--- config.mk ---
export PLATFORM = sky130hd
export DESIGN_NAME = seg_display_arbiter
export DESIGN_NICKNAME = d
export VERILOG_FILES = /design/src/rtl/seg_display_arbiter.sv
export SDC_FILE = /design/constraint.sdc
export NUM_CORES = 1
export LEC_CHECK = 0
export BUFFER_PORTS_ARGS = -buffer_cell sky130_fd_sc_hd__buf_2
export CAP_MARGIN = 5
export CELL_PAD_IN_SITES_DETAIL_PLACEMENT = 0
export CELL_PAD_IN_SITES_GLOBAL_PLACEMENT = 1
export CORE_MARGIN = 10
export CORE_UTILIZATION = 44
export CTS_CLUSTER_SIZE = 16
export DETAILED_ROUTE_END_ITERATION = 8
export GPL_TIMING_DRIVEN = 0
export PLACE_DENSITY = 0.86
export SLEW_MARGIN = 20
export SYNTH_ARGS = -nofsm -noshare
export SYNTH_HDL_FRONTEND = slang
export SYNTH_SLANG_ARGS = --single-unit
export TNS_END_PERCENT = 1
--- constraint.sdc ---
create_clock -name clk -period 2.9 [get_ports clk]
set_input_delay 0.435 -clock clk [delete_from_list [all_inputs] [get_ports clk]]
set_output_delay 0.435 -clock clk [all_outputs]
set_load 0.01 [all_outputs]
--- src/rtl/seg_display_arbiter.sv ---
// seg_display_arbiter: round-robin owner selection for one shared 4-digit
// seven-segment display. Three requesters use a level req/grant handshake.
// Each grant is held for at least HOLD_CYCLES cycles so that the shown value
// stays readable before another source takes the display.
//
// Optional feature macro: SEG_ARB_ROTATE_EN
//   defined   - an owner that is still requesting is preempted once its hold
//               time has expired and another requester is pending, so the
//               display time-slices between the active sources.
//   undefined - an owner keeps the display for as long as its req stays high.
//
// state  | meaning
// IDLE   | no owner, display not valid
// ACTIVE | owner's req is high, disp_value tracks the owner's data
// LINGER | owner dropped req before its hold expired, disp_value frozen
module seg_display_arbiter #(
    parameter int          HOLD_CYCLES = 50_000_000,
    parameter logic [15:0] IDLE_VALUE  = 16'h0000
) (
    input  logic        clk,
    input  logic        rst_n,
    input  logic [2:0]  req,
    input  logic [15:0] data0,
    input  logic [15:0] data1,
    input  logic [15:0] data2,
    output logic [2:0]  grant,
    output logic [15:0] disp_value,
    output logic        disp_valid
);

    localparam int            CW      = (HOLD_CYCLES > 1) ? $clog2(HOLD_CYCLES) : 1;
    localparam logic [CW-1:0] CNT_MAX = CW'(HOLD_CYCLES - 1);

    typedef enum logic [1:0] {
        IDLE   = 2'd0,
        ACTIVE = 2'd1,
        LINGER = 2'd2
    } state_t;

    state_t        state;
    logic [1:0]    last;
    logic [CW-1:0] cnt;

    logic          hold_done;
    logic [CW-1:0] cnt_inc;
    logic          owner_req;
    logic [15:0]   owner_data;
    logic [2:0]    pick_all;
    logic          take;
    logic [1:0]    take_idx;
    logic          to_idle;

    // Search order starts after the most recent owner and wraps 2 -> 0.
    // Result is {found, index}.
    function automatic logic [2:0] rr_pick(input logic [1:0] from, input logic [2:0] mask);
        logic [1:0] idx;
        rr_pick = 3'b000;
        idx     = from;
        for (int k = 0; k < 3; k++) begin
            idx = (idx == 2'd2) ? 2'd0 : idx + 2'd1;
            if (!rr_pick[2] && mask[idx]) rr_pick = {1'b1, idx};
        end
    endfunction

    function automatic logic [15:0] data_sel(input logic [1:0] idx);
        case (idx)
            2'd0:    data_sel = data0;
            2'd1:    data_sel = data1;
            default: data_sel = data2;
        endcase
    endfunction

    assign hold_done  = (cnt == CNT_MAX);
    assign cnt_inc    = hold_done ? cnt : cnt + 1'b1;
    assign owner_req  = req[last];
    assign owner_data = data_sel(last);
    assign pick_all   = rr_pick(last, req);

`ifdef SEG_ARB_ROTATE_EN
    logic [2:0] pick_other;
    // While the owner is in place, grant mirrors its one-hot index.
    assign pick_other = rr_pick(last, req & ~grant);
`endif

    // Decide whether this edge hands the display to a new owner or releases it.
    always_comb begin
        take     = 1'b0;
        take_idx = pick_all[1:0];
        to_idle  = 1'b0;
        case (state)
            IDLE: begin
                take = pick_all[2];
            end
            ACTIVE: begin
                if (owner_req) begin
`ifdef SEG_ARB_ROTATE_EN
                    if (hold_done && pick_other[2]) begin
                        take     = 1'b1;
                        take_idx = pick_other[1:0];
                    end
`endif
                end else if (hold_done) begin
                    take    = pick_all[2];
                    to_idle = !pick_all[2];
                end
            end
            LINGER: begin
                // Once the hold expires the old owner competes like anyone else.
                if (hold_done) begin
                    take    = pick_all[2];
                    to_idle = !pick_all[2];
                end
            end
            default: to_idle = 1'b1;
        endcase
    end

    // Arbiter FSM with registered grant, display value and valid.
    always_ff @(posedge clk or negedge rst_n) begin
        if (!rst_n) begin
            state      <= IDLE;
            last       <= 2'd2;
            cnt        <= '0;
            grant      <= 3'b000;
            disp_value <= IDLE_VALUE;
            disp_valid <= 1'b0;
        end else if (take) begin
            state      <= ACTIVE;
            last       <= take_idx;
            cnt        <= '0;
            grant      <= 3'(3'b001 << take_idx);
            disp_value <= data_sel(take_idx);
            disp_valid <= 1'b1;
        end else if (to_idle) begin
            state      <= IDLE;
            cnt        <= '0;
            grant      <= 3'b000;
            disp_valid <= 1'b0;
        end else begin
            case (state)
                ACTIVE: begin
                    cnt <= cnt_inc;
                    if (owner_req) disp_value <= owner_data;
                    else           state      <= LINGER;
                end
                LINGER: begin
                    cnt <= cnt_inc;
                    if (owner_req) begin
                        state      <= ACTIVE;
                        disp_value <= owner_data;
                    end
                end
                default: ;
            endcase
        end
    end

endmodule

### After elaboration in Yosys (flattened, before gate mapping)

Cells that the tools add are included.

* register bits after elaboration: 50
* input port bits: 53
* output and inout bits: 20
* word-level logic and storage cells: 83

* add/sub/neg operators: 4
* equality and inequality tests: 12
* reduce and logical (&&, ||, !) cells: 17
* magnitude comparators: 4
* mux-type cells: 39
* shift-type cells: 1

Operator list (number)
* $mux 26: 4
* $mux 16: 4
* $pmux 16 s2: 2
* $add 26x1->26 const B: 1
* $eq 26x26->1 const B: 1
* $mux 3: 5
* $mux 2: 7
* $lt 2x3->1 const B: 4
* $mux 1: 10
* $bmux 1 s2: 4
* $eq 2x2->1 const B: 4
* $ne 4x4->1 const B: 2
* $add 2x1->2 const B: 3
* $eq 2x1->1 const B: 3
* $logic_not 2->1: 3
* $pmux 1 s3: 2
* $reduce_and 3->1: 2
* $reduce_bool 2->1: 3
* $pmux 2 s2: 1
* $reduce_bool 4->1: 1
* $logic_not 1->1: 3
* $ne 3x1->1 const B: 1
* $reduce_bool 3->1: 1
* $shl 1x2->3 const A: 1
* other kinds (4): 5

### Depth between registers and ports, before layout

Gate-level depths: netlist of the first run.

* depth after elaboration: 17
* mapped depth: 10

### Least setup slack after synthesis of the first run

No wires, ideal clock.

* path type: reg-to-reg
* start: register state[1]
* end: register cnt[1]
* required time: 2.830 ns
* data arrival time: 1.865 ns
* cell stages (with the launch flop): 11
* path buffers: 2
* setup time: 0.070 ns
* slack: 0.965 ns
* path through: dfrtp_1 -> inv_1 -> ha_1 -> nor2b_1 -> a221oi_2 -> nand3b_2 -> nand2_1 -> or2_1 -> buf_4 -> buf_6 -> nor2_2

* longest elaborated chain between the ends: 4
* elaborated cells on any way between the ends: 11

RTL lines
* start, declared: line 40 `state_t state;`
* start signal, assigned: line 121 `state <= IDLE;`
* start signal, assigned: line 128 `state <= ACTIVE;`
* start signal, assigned: line 135 `state <= IDLE;`
* $eq 2x2->1 (tied with other cells): line 90, 140
* $pmux 1 s3 or $reduce_or 2->1 (tied branches)
* $ne 3x1->1 (no line) (tied with other cells)
* $reduce_and 2->1 (no line) or $mux 26 (tied branches)
* end signal, assigned: line 142 `cnt <= cnt_inc;`
* end signal, assigned: line 147 `cnt <= cnt_inc;`
* end, declared: line 42 `logic [CW-1:0] cnt;`

Several ways; a longest one is shown, not always the timed one.
A chain may end at the register's enable or synchronous reset.

### Final worst setup path of the first run

* start: register state[0]
* end: register cnt[21]

The elaborated chain is that of the path after synthesis.

==> results.py, run 1 <==
metrics = {
    "logic_synthesis": {
        "synth_fp_nets": 410,
        "synth_edf_count": 0,
        "synth_cell_types": 48,
        "ys_top_cells_by_area": "dfrtp_1 38%, nand2_1 6.1%, mux2i_1 5.9%",
        "syn_area_sq_um": 3230,
        "ys_seq_area_share_pct": 38.8,
        "ys_async_sr_fraction_pct": 100,
        "ys_top_cells_by_count": "52 x nand2_1, 49 x dfrtp_1, 20 x nor2_1, 19 x mux2i_1, 19 x xor2_1",
        "yosys_register_bits": 50,
        "yosysMostFrequentCell": "nand2_1",
        "ys.flop_type": "dfrtp_1",
        "avgSynthCellArea_sq_um": 9.16,
        "yosysWarningCount": 0,
        "synth_top_area_share_pct": 38.0,
        "yosysTopAreaCell": "dfrtp_1",
        "synth_cells": 352,
    },
    "grt": {
        "first_global_vias": 3154,
        "overflow": 0,
        "grt_antenna_before_repair": 0,
        "grt_start_max_net_pins": 51,
        "track_usage_pct": 15.9,
        "grt_pass1_wl_um": 15000,
    },
    "timing": {
        "fin_crit_sh_pct": 78.0,
        "period_needed_ns": 2.26,
        "maxSlewViolCount": 0,
        "max_clock_freq_mhz": 442,
        "setup_viol": 0,
        "worstMarginPinSlew_ns": 0.659,
        "finalHoldViolCount": 0,
        "fin_skew_ns": 0.00990,
        "setup_ws_ns": 0.639,
        "rsz0062_at_grt": "no",
        "finalSetupTns_ns": 0,
        "max_slew_margin_pct": 55.7,
    },
    "clock_tree": {
        "cts_tree": "built",
        "cts_setup_buffers": 0,
        "cts_root_buffer": "clkbuf_8",
        "cts-buffers-inserted": 5,
        "insertion_delay_ns": 0.31,
        "post_cts_resized": 0,
        "cts.htree.levels": 2,
        "cts_hold_buf": 0,
        "clk_pin_slew_worst_paths_ns": 0.10,
        "numClockSinks": 50,
        "clock_path_buffers": 2,
    },
    "worst_setup_path": {
        "cp.arrival_ns": 2.47,
        "worst-path-buf-inv": 2,
        "worstPathMaxFanout": 9,
        "cp-end-kind": "register",
        "critical_path_class": "reg2reg",
        "startpoint_type": "register",
        "cp_top_family": "compound AO/OA/AOI/OAI gates",
        "max_stage_delay_ns": 0.51,
        "cp.required_ns": 3.11,
        "path_cells": "inv_1 > ha_1 > clkbuf_1 > nand2_1 > a21oi_1 > nand4_1 > xor2_1 > nor2_2",
        "slowest_stage": "a21oi_1",
    },
    "placement": {
        "place_hpwl_um": 6390,
        "port_buffers": 72,
        "place_ws_ns": 0.689,
        "place.gp.congestion": 0.829,
    },
    "worst_hold_path": {
        "hold_path_class": "in2async",
    },
    "floorplan": {
        "io-pin-count": 73,
        "start_util_pct": 45.0,
        "die_area_sq_um": 11200,
        "fp-row-count": 31,
        "core_area_sq_um": 7180,
        "die_width_um": 106,
        "die_y_um": 106,
    },
    "drt": {
        "drcViolationCount": 0,
        "wl_per_cell_um": 16.4,
        "ant_nets": 0,
        "avgViaCountPerCell": 5.47,
        "drt_iter0_drc": 119,
        "vias": 2903,
        "drtPass1Iterations": 4,
        "wl_um": 8710,
    },
    "final_layout": {
        "num-fill-cells": 699,
        "area_growth_pct": 17.8,
        "num_antenna_cells": 0,
        "drive_gt1_share_pct": 26.9,
        "nets": 489,
    },
    "power_and_ir_drop": {
        "irDropWorstVdd_uv": 392,
        "p_leak_nw": 1.75,
        "powerDensity_nw_per_um2": 867,
        "p_total_mw": 3.30,
    },
    "job": {
        "cap_violations": 0,
    },
    "outcome": {
        "status": "completed",
    },
}
## stage by stage
stage               instances  utilization (%)  instance area [sq um]  hold slack, ns
floorplan                 352                -                   3230           0.139
global placement          523             51.7                   3710           0.511
detailed placement        523             51.7                   3710           0.521
CTS                       531             52.9                   3800           0.174
global route              531             52.9                   3800           0.190
finish                    531             52.9                   3800           0.144
## cell usage in the layout, fill, tap and decap left out, types with 2 or more instances in the layout
master    instances
o211ai_1         16
a22o_1           16
nor4_1            3
a21oi_1           5
o21ai_1           3
and3_1            5
nand2b_1          2
nand4_1           9
ha_1              5
buf_4             7
buf_2            78
nor2_4            2
clkbuf_8          5
a211oi_1         16
mux2i_1          19
nor3_1            2
nand3_1          10
xnor2_1           6
buf_6             4
and2_1            5
a31oi_1          17
nand2_1          52
or3_1             2
inv_1            12
nor2_1           20
dfrtp_1          49
clkbuf_1          5
xor2_1           19
nor2_2           10
o22ai_1           4
nor2b_1           4
## layout make-up
class	count	area (sq um)	share of cell area [%]
multi-input combinational	269	1790	47.1
clock buffer	6	72.6	1.91
clock inverter	2	13.8	0.362
inverter	12	45.0	1.19
tap	99	124	3.26
timing repair buffer	72	363	9.55
sequential	50	1250	33.0
buffer	21	140	3.69
## state kept, by name, summed over array words and instances, names as in the netlist
signal,cells
cnt,26
disp_valid,1
disp_value,16
grant,3
last,2
state,2
## worst register-to-register path: cells and delay by family (launching register included)
family / cells / cell delay, ns
and+or+nand+nor: 3 / 0.34
DFF: 1 / 0.42
AOI/OAI and AO/OA: 1 / 0.51
buffers and inverters: 2 / 0.40
adders and majority gates: 1 / 0.29
xor gates and xnor gates: 1 / 0.20
## worst paths after layout
kind / from / to / slack (ns) / cells after the start
worst min register to register: disp_valid$_DFFE_PN0P_ / disp_valid$_DFFE_PN0P_ / 0.54 / 2
max in group asynchronous: rst_n / cnt[22]$_DFFE_PN0P_ / 2.32 / 1
worst max register to register: state[0]$_DFFE_PN0P_ / cnt[21]$_DFFE_PN0P_ / 0.64 / 8
worst max-delay path: state[0]$_DFFE_PN0P_ / cnt[21]$_DFFE_PN0P_ / 0.64 / 8
min in group clk: data0[11] / disp_value[11]$_DFFE_PN0P_ / 0.42 / 3
worst min-delay path: rst_n / cnt[21]$_DFFE_PN0P_ / 0.14 / 1
## cells by family (layout without fill, tap and decap cells)
| kind of cell | count (synthesis) | after routing | share of synthesized area [%] |
|---|---|---|---|
| and+or+nand+nor | 136 | 136 | 21.8 |
| AOI/OAI and AO/OA | 84 | 84 | 19.0 |
| DFF | 50 | 50 | 38.8 |
| buffers and inverters | 33 | 113 | 5.74 |
| xor gates and xnor gates | 25 | 25 | 6.79 |
| muxes | 19 | 19 | 5.90 |
| adders and majority gates | 5 | 5 | 1.94 |
## report_power, final
part	internal (mW)	switching [mW]
combinational	0.767	1.09
clock	0.171	0.255
sequential	0.892	0.123
total	1.83	1.47
## layer usage
metal  global-route usage (%)  share of wire (%)  vias up
met2                     25.9                 47       98
met3                     5.66                8.2        8
met1                     19.7                 44     1374
met5                        0                  0        -
li1                         -                  -     1423
met4                     3.87                1.1        0
Power figures use the tool's default switching activity.
==> run 2: changes to the inputs <==
--- a/config.mk
+++ b/config.mk
@@ -5,16 +5,17 @@
 export SDC_FILE = /design/constraint.sdc
 export NUM_CORES = 1
 export LEC_CHECK = 0
+export ABC_AREA = 1
 export BUFFER_PORTS_ARGS = -buffer_cell sky130_fd_sc_hd__buf_2
 export CAP_MARGIN = 5
 export CELL_PAD_IN_SITES_DETAIL_PLACEMENT = 0
 export CELL_PAD_IN_SITES_GLOBAL_PLACEMENT = 1
 export CORE_MARGIN = 10
-export CORE_UTILIZATION = 44
+export CORE_UTILIZATION = 40
 export CTS_CLUSTER_SIZE = 16
 export DETAILED_ROUTE_END_ITERATION = 8
 export GPL_TIMING_DRIVEN = 0
-export PLACE_DENSITY = 0.86
+export PLACE_DENSITY = 0.82
 export SLEW_MARGIN = 20
 export SYNTH_ARGS = -nofsm -noshare
 export SYNTH_HDL_FRONTEND = slang
==> constraint.sdc (replaced) <==
create_clock -name clk -period 2.2 [get_ports clk]
set_input_delay 0.33 -clock clk [delete_from_list [all_inputs] [get_ports clk]]
set_output_delay 0.33 -clock clk [all_outputs]
set_load 0.01 [all_outputs]
==> run 2 against run 1 <==
Against the previous run: synthesized cell count grew 58%; die area grew 24%; worst hold slack lost 0.11 ns; final cell count grew 46%; first-iteration DRC count grew to 2.5 times the previous value; via count grew 36%; critical path type unchanged.
==> results.py, run 2 <==
metrics = {
    "outcome": {
        "status": "completed",
    },
    "final_layout": {
        "area_growth_pct": 20.3,
        "drive_gt1_share_pct": 23.5,
        "mostFrequentLayoutCells": "155 x nand2_1, 74 x nor2_1, 74 x buf_2",
        "regArea_sq_um": 1250,
        "num_antenna_cells": 0,
        "largest_register": "cnt",
        "multi_input_area_sq_um": 2230,
        "num-fill-cells": 1012,
        "mostFrequentLayoutCell": "nand2_1",
        "nets": 704,
        "largestRegisters": "cnt (26), disp_value (16), grant (3)",
        "final_cells": 776,
        "largest_reg_flops": 26,
    },
    "placement": {
        "port_buffers": 72,
        "dp_cells": 758,
        "place.gp.congestion": 0.848,
        "place_hpwl_um": 8470,
    },
    "logic_synthesis": {
        "ys_top_cells_by_area": "dfrtp_1 32%, nand2_1 15%, nand3_1 7.9%",
        "yosysWarningCount": 0,
        "syn_area_sq_um": 3820,
        "yosys_register_bits": 50,
        "synth_edf_count": 0,
        "yosysTopAreaCell": "dfrtp_1",
        "yosysMostFrequentCell": "nand2_1",
        "ys_top_cells_by_count": "155 x nand2_1, 76 x nor2_1, 60 x nand3_1, 49 x dfrtp_1, 47 x inv_1",
        "synth_fp_nets": 615,
        "ys.flop_type": "dfrtp_1",
        "ys_async_sr_fraction_pct": 100,
        "ys_seq_area_share_pct": 32.8,
        "synth_cells": 557,
        "avgSynthCellArea_sq_um": 6.86,
        "synth_cell_types": 35,
        "synth_top_area_share_pct": 32.1,
    },
    "clock_tree": {
        "clock_path_buffers": 2,
        "clk_pin_slew_worst_paths_ns": 0.10,
        "cts_hold_buf": 0,
        "cts_tree": "built",
        "cts_root_buffer": "clkbuf_8",
        "insertion_delay_ns": 0.32,
        "numClockSinks": 50,
        "cts-buffers-inserted": 5,
        "cts.htree.levels": 2,
    },
    "timing": {
        "max_clock_freq_mhz": 480,
        "finalSetupTns_ns": 0,
        "finalHoldViolCount": 0,
        "max_slew_margin_pct": 55.2,
        "fin_crit_sh_pct": 94.7,
        "period_needed_ns": 2.08,
        "fin_skew_ns": 0.0147,
        "setup_viol": 0,
        "worstMarginPinSlew_ns": 0.672,
        "maxSlewViolCount": 0,
    },
    "worst_setup_path": {
        "max_stage_delay_ns": 0.60,
        "r2r-start": "last[1]$_DFFE_PN1P_",
        "cp.required_ns": 2.45,
        "slowest_stage": "dfstp_2",
        "r2r_slack_ns": 0.12,
        "critical_path_class": "reg2reg",
        "path_cells": "nor2_2 > buf_6 > nand2_4 > nand2_2 > o211ai_4 > and2_4 > buf_6 > buf_12 > nand3_2 > nand3_1 > nand2_1 > nand2_1",
        "cp_top_family": "simple AND/OR/NAND/NOR gates",
        "rr_worst_depth": 12,
        "worst-path-buf-inv": 3,
        "reg2reg_to": "disp_value[9]$_DFFE_PN0P_",
        "cp.arrival_ns": 2.33,
        "worstPathMaxFanout": 10,
        "worst-path-stages": 12,
        "startpoint_type": "register",
        "cp-end-kind": "register",
    },
    "drt": {
        "wl_per_cell_um": 14.9,
        "drtPass1Iterations": 5,
        "drt_iter0_drc": 301,
        "vias": 3956,
        "wl_um": 11600,
        "ant_nets": 0,
        "avgViaCountPerCell": 5.10,
        "drcViolationCount": 0,
    },
    "grt": {
        "grt_start_max_net_pins": 51,
        "globalRouteMet2Util_pct": 28.4,
        "use_met1_pct": 19.6,
        "overflow": 0,
        "grt_antenna_before_repair": 0,
        "track_usage_pct": 16.3,
        "grt_pass1_wl_um": 19500,
        "globalRouteMet3Util_pct": 3.79,
        "first_global_vias": 4105,
        "top_usage_layer": "met2",
    },
    "floorplan": {
        "fp-row-count": 35,
        "die_area_sq_um": 13900,
        "start_util_pct": 41.2,
        "core_area_sq_um": 9280,
        "die_y_um": 118,
        "io-pin-count": 73,
        "die_width_um": 118,
    },
    "power_and_ir_drop": {
        "powerDensity_nw_per_um2": 1300,
        "irDropWorstVdd_uv": 679,
        "p_leak_nw": 2.31,
    },
    "worst_hold_path": {
        "hold_path_class": "in2async",
    },
    "job": {
        "cap_violations": 0,
    },
}
## run 2: cell count changes in the layout (fill, tap and decap cells not counted), sizes merged, moves of 16 or more
cell    before  now
a211oi      16    0
nand3       10   70
a21oi        6   36
inv         12   55
mux2i       19    0
nor2        32   82
a31oi       17    0
a22o        16    0
nand2       52  165
## run 2: layer usage
metal | vias to the layer above | share of wire [%]
met5 | - | 0
met4 | 0 | 0.84
met3 | 12 | 5.6
met2 | 97 | 50
met1 | 1883 | 44
li1 | 1964 | -
## run 2: worst max-delay path by stage
stage,start,end
6_report,last[1]$_DFFE_PN1P_,disp_value[9]$_DFFE_PN0P_
5_1_grt,last[1]$_DFFE_PN1P_,cnt[12]$_DFFE_PN0P_
4_1_cts,last[1]$_DFFE_PN1P_,disp_value[11]$_DFFE_PN0P_
3_5_place_dp,cnt[0]$_DFFE_PN0P_,disp_value[8]$_DFFE_PN0P_
3_3_place_gp,cnt[0]$_DFFE_PN0P_,disp_value[6]$_DFFE_PN0P_
2_1_floorplan,last[1]$_DFFE_PN1P_,disp_value[11]$_DFFE_PN0P_
## run 2: cell type report
cell class                      instances  share of cell area (%)
Multi-Input combinational cell        428                    48.5
Sequential cell                        50                    27.2
Timing Repair Buffer                   83                    9.69
Inverter                               55                    4.60
Buffer                                 23                    4.30
Tap cell                              129                    3.51
Clock buffer                            6                    1.80
Clock inverter                          2                   0.381
## run 2: metrics by stage
stage	utilization [%]	hold slack (ns)	instance area, sq um	setup slack [ns]	total power [mW]
finish	49.5	0.0392	4600	0.117	6.00
global route	49.5	0.0805	4600	-0.00555	6.57
CTS	48.0	0.0659	4460	0.0197	5.82
detailed placement	46.8	0.413	4350	-0.146	5.17
global placement	46.8	0.458	4340	-0.105	5.12
floorplan	-	0.0344	3820	0.371	4.07
## run 2: power by group
group	internal, mW	switching (mW)
combinational	1.49	2.56
sequential	1.18	0.165
clock	0.260	0.346
## run 2: kinds of logic after synthesis
kind of cell	synth area share, %
adder cells (fa/ha/maj)	1.64
buffers and inverters	9.82
AND/OR/NAND/NOR	41.3
AO/OA/AOI/OAI	9.66
flip-flops	32.8
XOR/XNOR	4.81
## run 2: what timing repair did
item	4_1_cts	5_1_grt
gates cloned	0	0
endpoints found under the setup margin	32	45
resized for setup	2	21
buffers inserted	1	10
pin swaps	0	8
==> run 3: changes to the inputs <==
--- a/config.mk
+++ b/config.mk
@@ -11,11 +11,12 @@
 export CELL_PAD_IN_SITES_DETAIL_PLACEMENT = 0
 export CELL_PAD_IN_SITES_GLOBAL_PLACEMENT = 1
 export CORE_MARGIN = 10
-export CORE_UTILIZATION = 40
+export CORE_UTILIZATION = 41
+export CTS_BUF_LIST = sky130_fd_sc_hd__clkbuf_8
 export CTS_CLUSTER_SIZE = 16
 export DETAILED_ROUTE_END_ITERATION = 8
 export GPL_TIMING_DRIVEN = 0
-export PLACE_DENSITY = 0.82
+export PLACE_DENSITY = 0.95
 export SLEW_MARGIN = 20
 export SYNTH_ARGS = -nofsm -noshare
 export SYNTH_HDL_FRONTEND = slang
==> run 3 against run 2 <==
Against the previous run: via count decreased by 1.3%; sequential cell count unchanged; non-clock buffer count grew 4; final cell count decreased by 1.9%; total power up 6.2%; global-route usage is 0.35 points higher; first-iteration DRC count fell by 32%.
==> results.py, run 3 (synthesis results as in run 2) <==
metrics = {
    "placement": {
        "place.gp.congestion": 0.870,
        "place_hpwl_um": 8170,
        "port_buffers": 72,
    },
    "final_layout": {
        "largestRegisters": "cnt (26), disp_value (16), grant (3)",
        "area_growth_pct": 23.3,
        "drive_gt1_share_pct": 24.8,
        "num-fill-cells": 896,
        "nets": 708,
        "fin_util_pct": 51.5,
        "largest_reg_flops": 26,
        "mostFrequentLayoutCell": "nand2_1",
        "regArea_sq_um": 1250,
        "mostFrequentLayoutCells": "153 x nand2_1, 75 x buf_2, 72 x nor2_1",
        "largest_register": "cnt",
        "multi_input_area_sq_um": 2290,
        "num_antenna_cells": 0,
    },
    "floorplan": {
        "start_util_pct": 41.7,
        "die_y_um": 117,
        "die_width_um": 117,
        "fp-row-count": 35,
        "io-pin-count": 73,
        "die_area_sq_um": 13600,
        "core_area_sq_um": 9150,
    },
    "worst_setup_path": {
        "r2r-start": "cnt[1]$_DFFE_PN0P_",
        "startpoint_type": "register",
        "reg2reg_to": "disp_value[3]$_DFFE_PN0P_",
        "cp.arrival_ns": 2.33,
        "r2r_slack_ns": 0.12,
        "worstPathMaxFanout": 7,
        "rr_worst_depth": 14,
        "critical_path_class": "reg2reg",
        "cp-end-kind": "register",
        "cp.required_ns": 2.45,
    },
    "timing": {
        "finalHoldViolCount": 0,
        "setup_viol": 0,
        "fin_crit_sh_pct": 94.6,
        "max_clock_freq_mhz": 480,
        "worstMarginPinSlew_ns": 0.669,
        "maxSlewViolCount": 0,
        "fin_skew_ns": 0.0200,
        "hold_slack_ns": 0.0333,
        "max_slew_margin_pct": 55.4,
        "finalSetupTns_ns": 0,
        "period_needed_ns": 2.08,
    },
    "drt": {
        "avgViaCountPerCell": 5.13,
        "drcViolationCount": 0,
        "drt_iter0_drc": 205,
        "vias": 3906,
        "wl_per_cell_um": 14.7,
        "ant_nets": 0,
        "wl_um": 11200,
        "drtPass1Iterations": 4,
    },
    "job": {
        "cap_violations": 0,
    },
    "outcome": {
        "status": "completed",
    },
    "clock_tree": {
        "insertion_delay_ns": 0.31,
        "cts_root_buffer": "clkbuf_8",
        "clock_path_buffers": 2,
        "cts-buffers-inserted": 5,
        "numClockSinks": 50,
        "cts.htree.levels": 2,
        "cts_tree": "built",
        "cts_hold_buf": 0,
        "clk_pin_slew_worst_paths_ns": 0.10,
    },
    "power_and_ir_drop": {
        "p_leak_nw": 2.35,
        "p_total_mw": 6.37,
        "irDropWorstVdd_uv": 1060,
        "powerDensity_nw_per_um2": 1350,
    },
    "grt": {
        "overflow": 0,
        "grt_pass1_wl_um": 18600,
        "track_usage_pct": 16.6,
        "first_global_vias": 3964,
        "grt_start_max_net_pins": 51,
        "grt_antenna_before_repair": 0,
    },
    "worst_hold_path": {
        "hold_path_class": "in2async",
    },
}
-- run 3: final cells by class --
cell class                      instances  area share (%)
Multi-Input combinational cell        428            48.6
Sequential cell                        50            26.6
Inverter                               55            4.54
Tap cell                              111            2.95
Timing Repair Buffer                   87            10.8
Buffer                                 23            4.19
Clock buffer                            5            1.46
Clock inverter                          2           0.823
-- run 3: through the flow --
step / worst slack [ns] / std cells / cell area [sq um]
final: 0.119 / 761 / 4710
after global routing: -0.0174 / 761 / 4710
after CTS: 0.0302 / 748 / 4440
after detailed placement: -0.114 / 740 / 4320
after global placement: -0.0782 / 740 / 4320
after floorplan: 0.371 / 557 / 3820
-- run 3: timing repair --
item                                    in CTS  in global routing
endpoints found under the setup margin      36                 44
cloned                                       0                  2
hold endpoints to repair                     0                  0
buffers inserted                             1                 12
pin swaps                                    0                 11
resized for setup                            2                 34
-- run 3: how the worst max path moves through the flow --
| stage | startpoint | to | cells past startpoint |
|---|---|---|---|
| after floorplan | last[1]$_DFFE_PN1P_ | disp_value[11]$_DFFE_PN0P_ | 15 |
| after global placement | cnt[0]$_DFFE_PN0P_ | disp_value[5]$_DFFE_PN0P_ | 12 |
| after detailed placement | cnt[0]$_DFFE_PN0P_ | disp_value[6]$_DFFE_PN0P_ | 12 |
| after CTS | cnt[1]$_DFFE_PN0P_ | cnt[5]$_DFFE_PN0P_ | 12 |
| after global routing | last[1]$_DFFE_PN1P_ | disp_value[14]$_DFFE_PN0P_ | 12 |
| final | cnt[1]$_DFFE_PN0P_ | disp_value[3]$_DFFE_PN0P_ | 14 |
-- run 3: critical path: stages, from the launching register on --
cell	delay, ns
dfrtp_1	0.38
ha_2	0.23
nand3_4	0.10
nor2_4	0.13
nand3_1	0.08
nor2_2	0.18
nand2_2	0.11
nand2_4	0.12
nand2_8	0.08
nand2_2	0.08
nand2_4	0.11
clkbuf_16	0.18
nor2_1	0.10
nand2_1	0.06
nand2_1	0.05
-- run 3: power by group --
group	internal, mW	switching (mW)	total [mW]
Clock	0.335	0.326	0.661
Sequential	1.18	0.176	1.35
Combinational	1.72	2.64	4.36
-- run 3: metal layers --
metal | vias up | part of all wire (%) | global-route usage [%]
met4 | 0 | 1.1 | 3.71
met1 | 1814 | 43 | 20.3
li1 | 1976 | - | -
met5 | - | 0 | 0
met3 | 13 | 7.9 | 4.83
met2 | 103 | 48 | 28.3
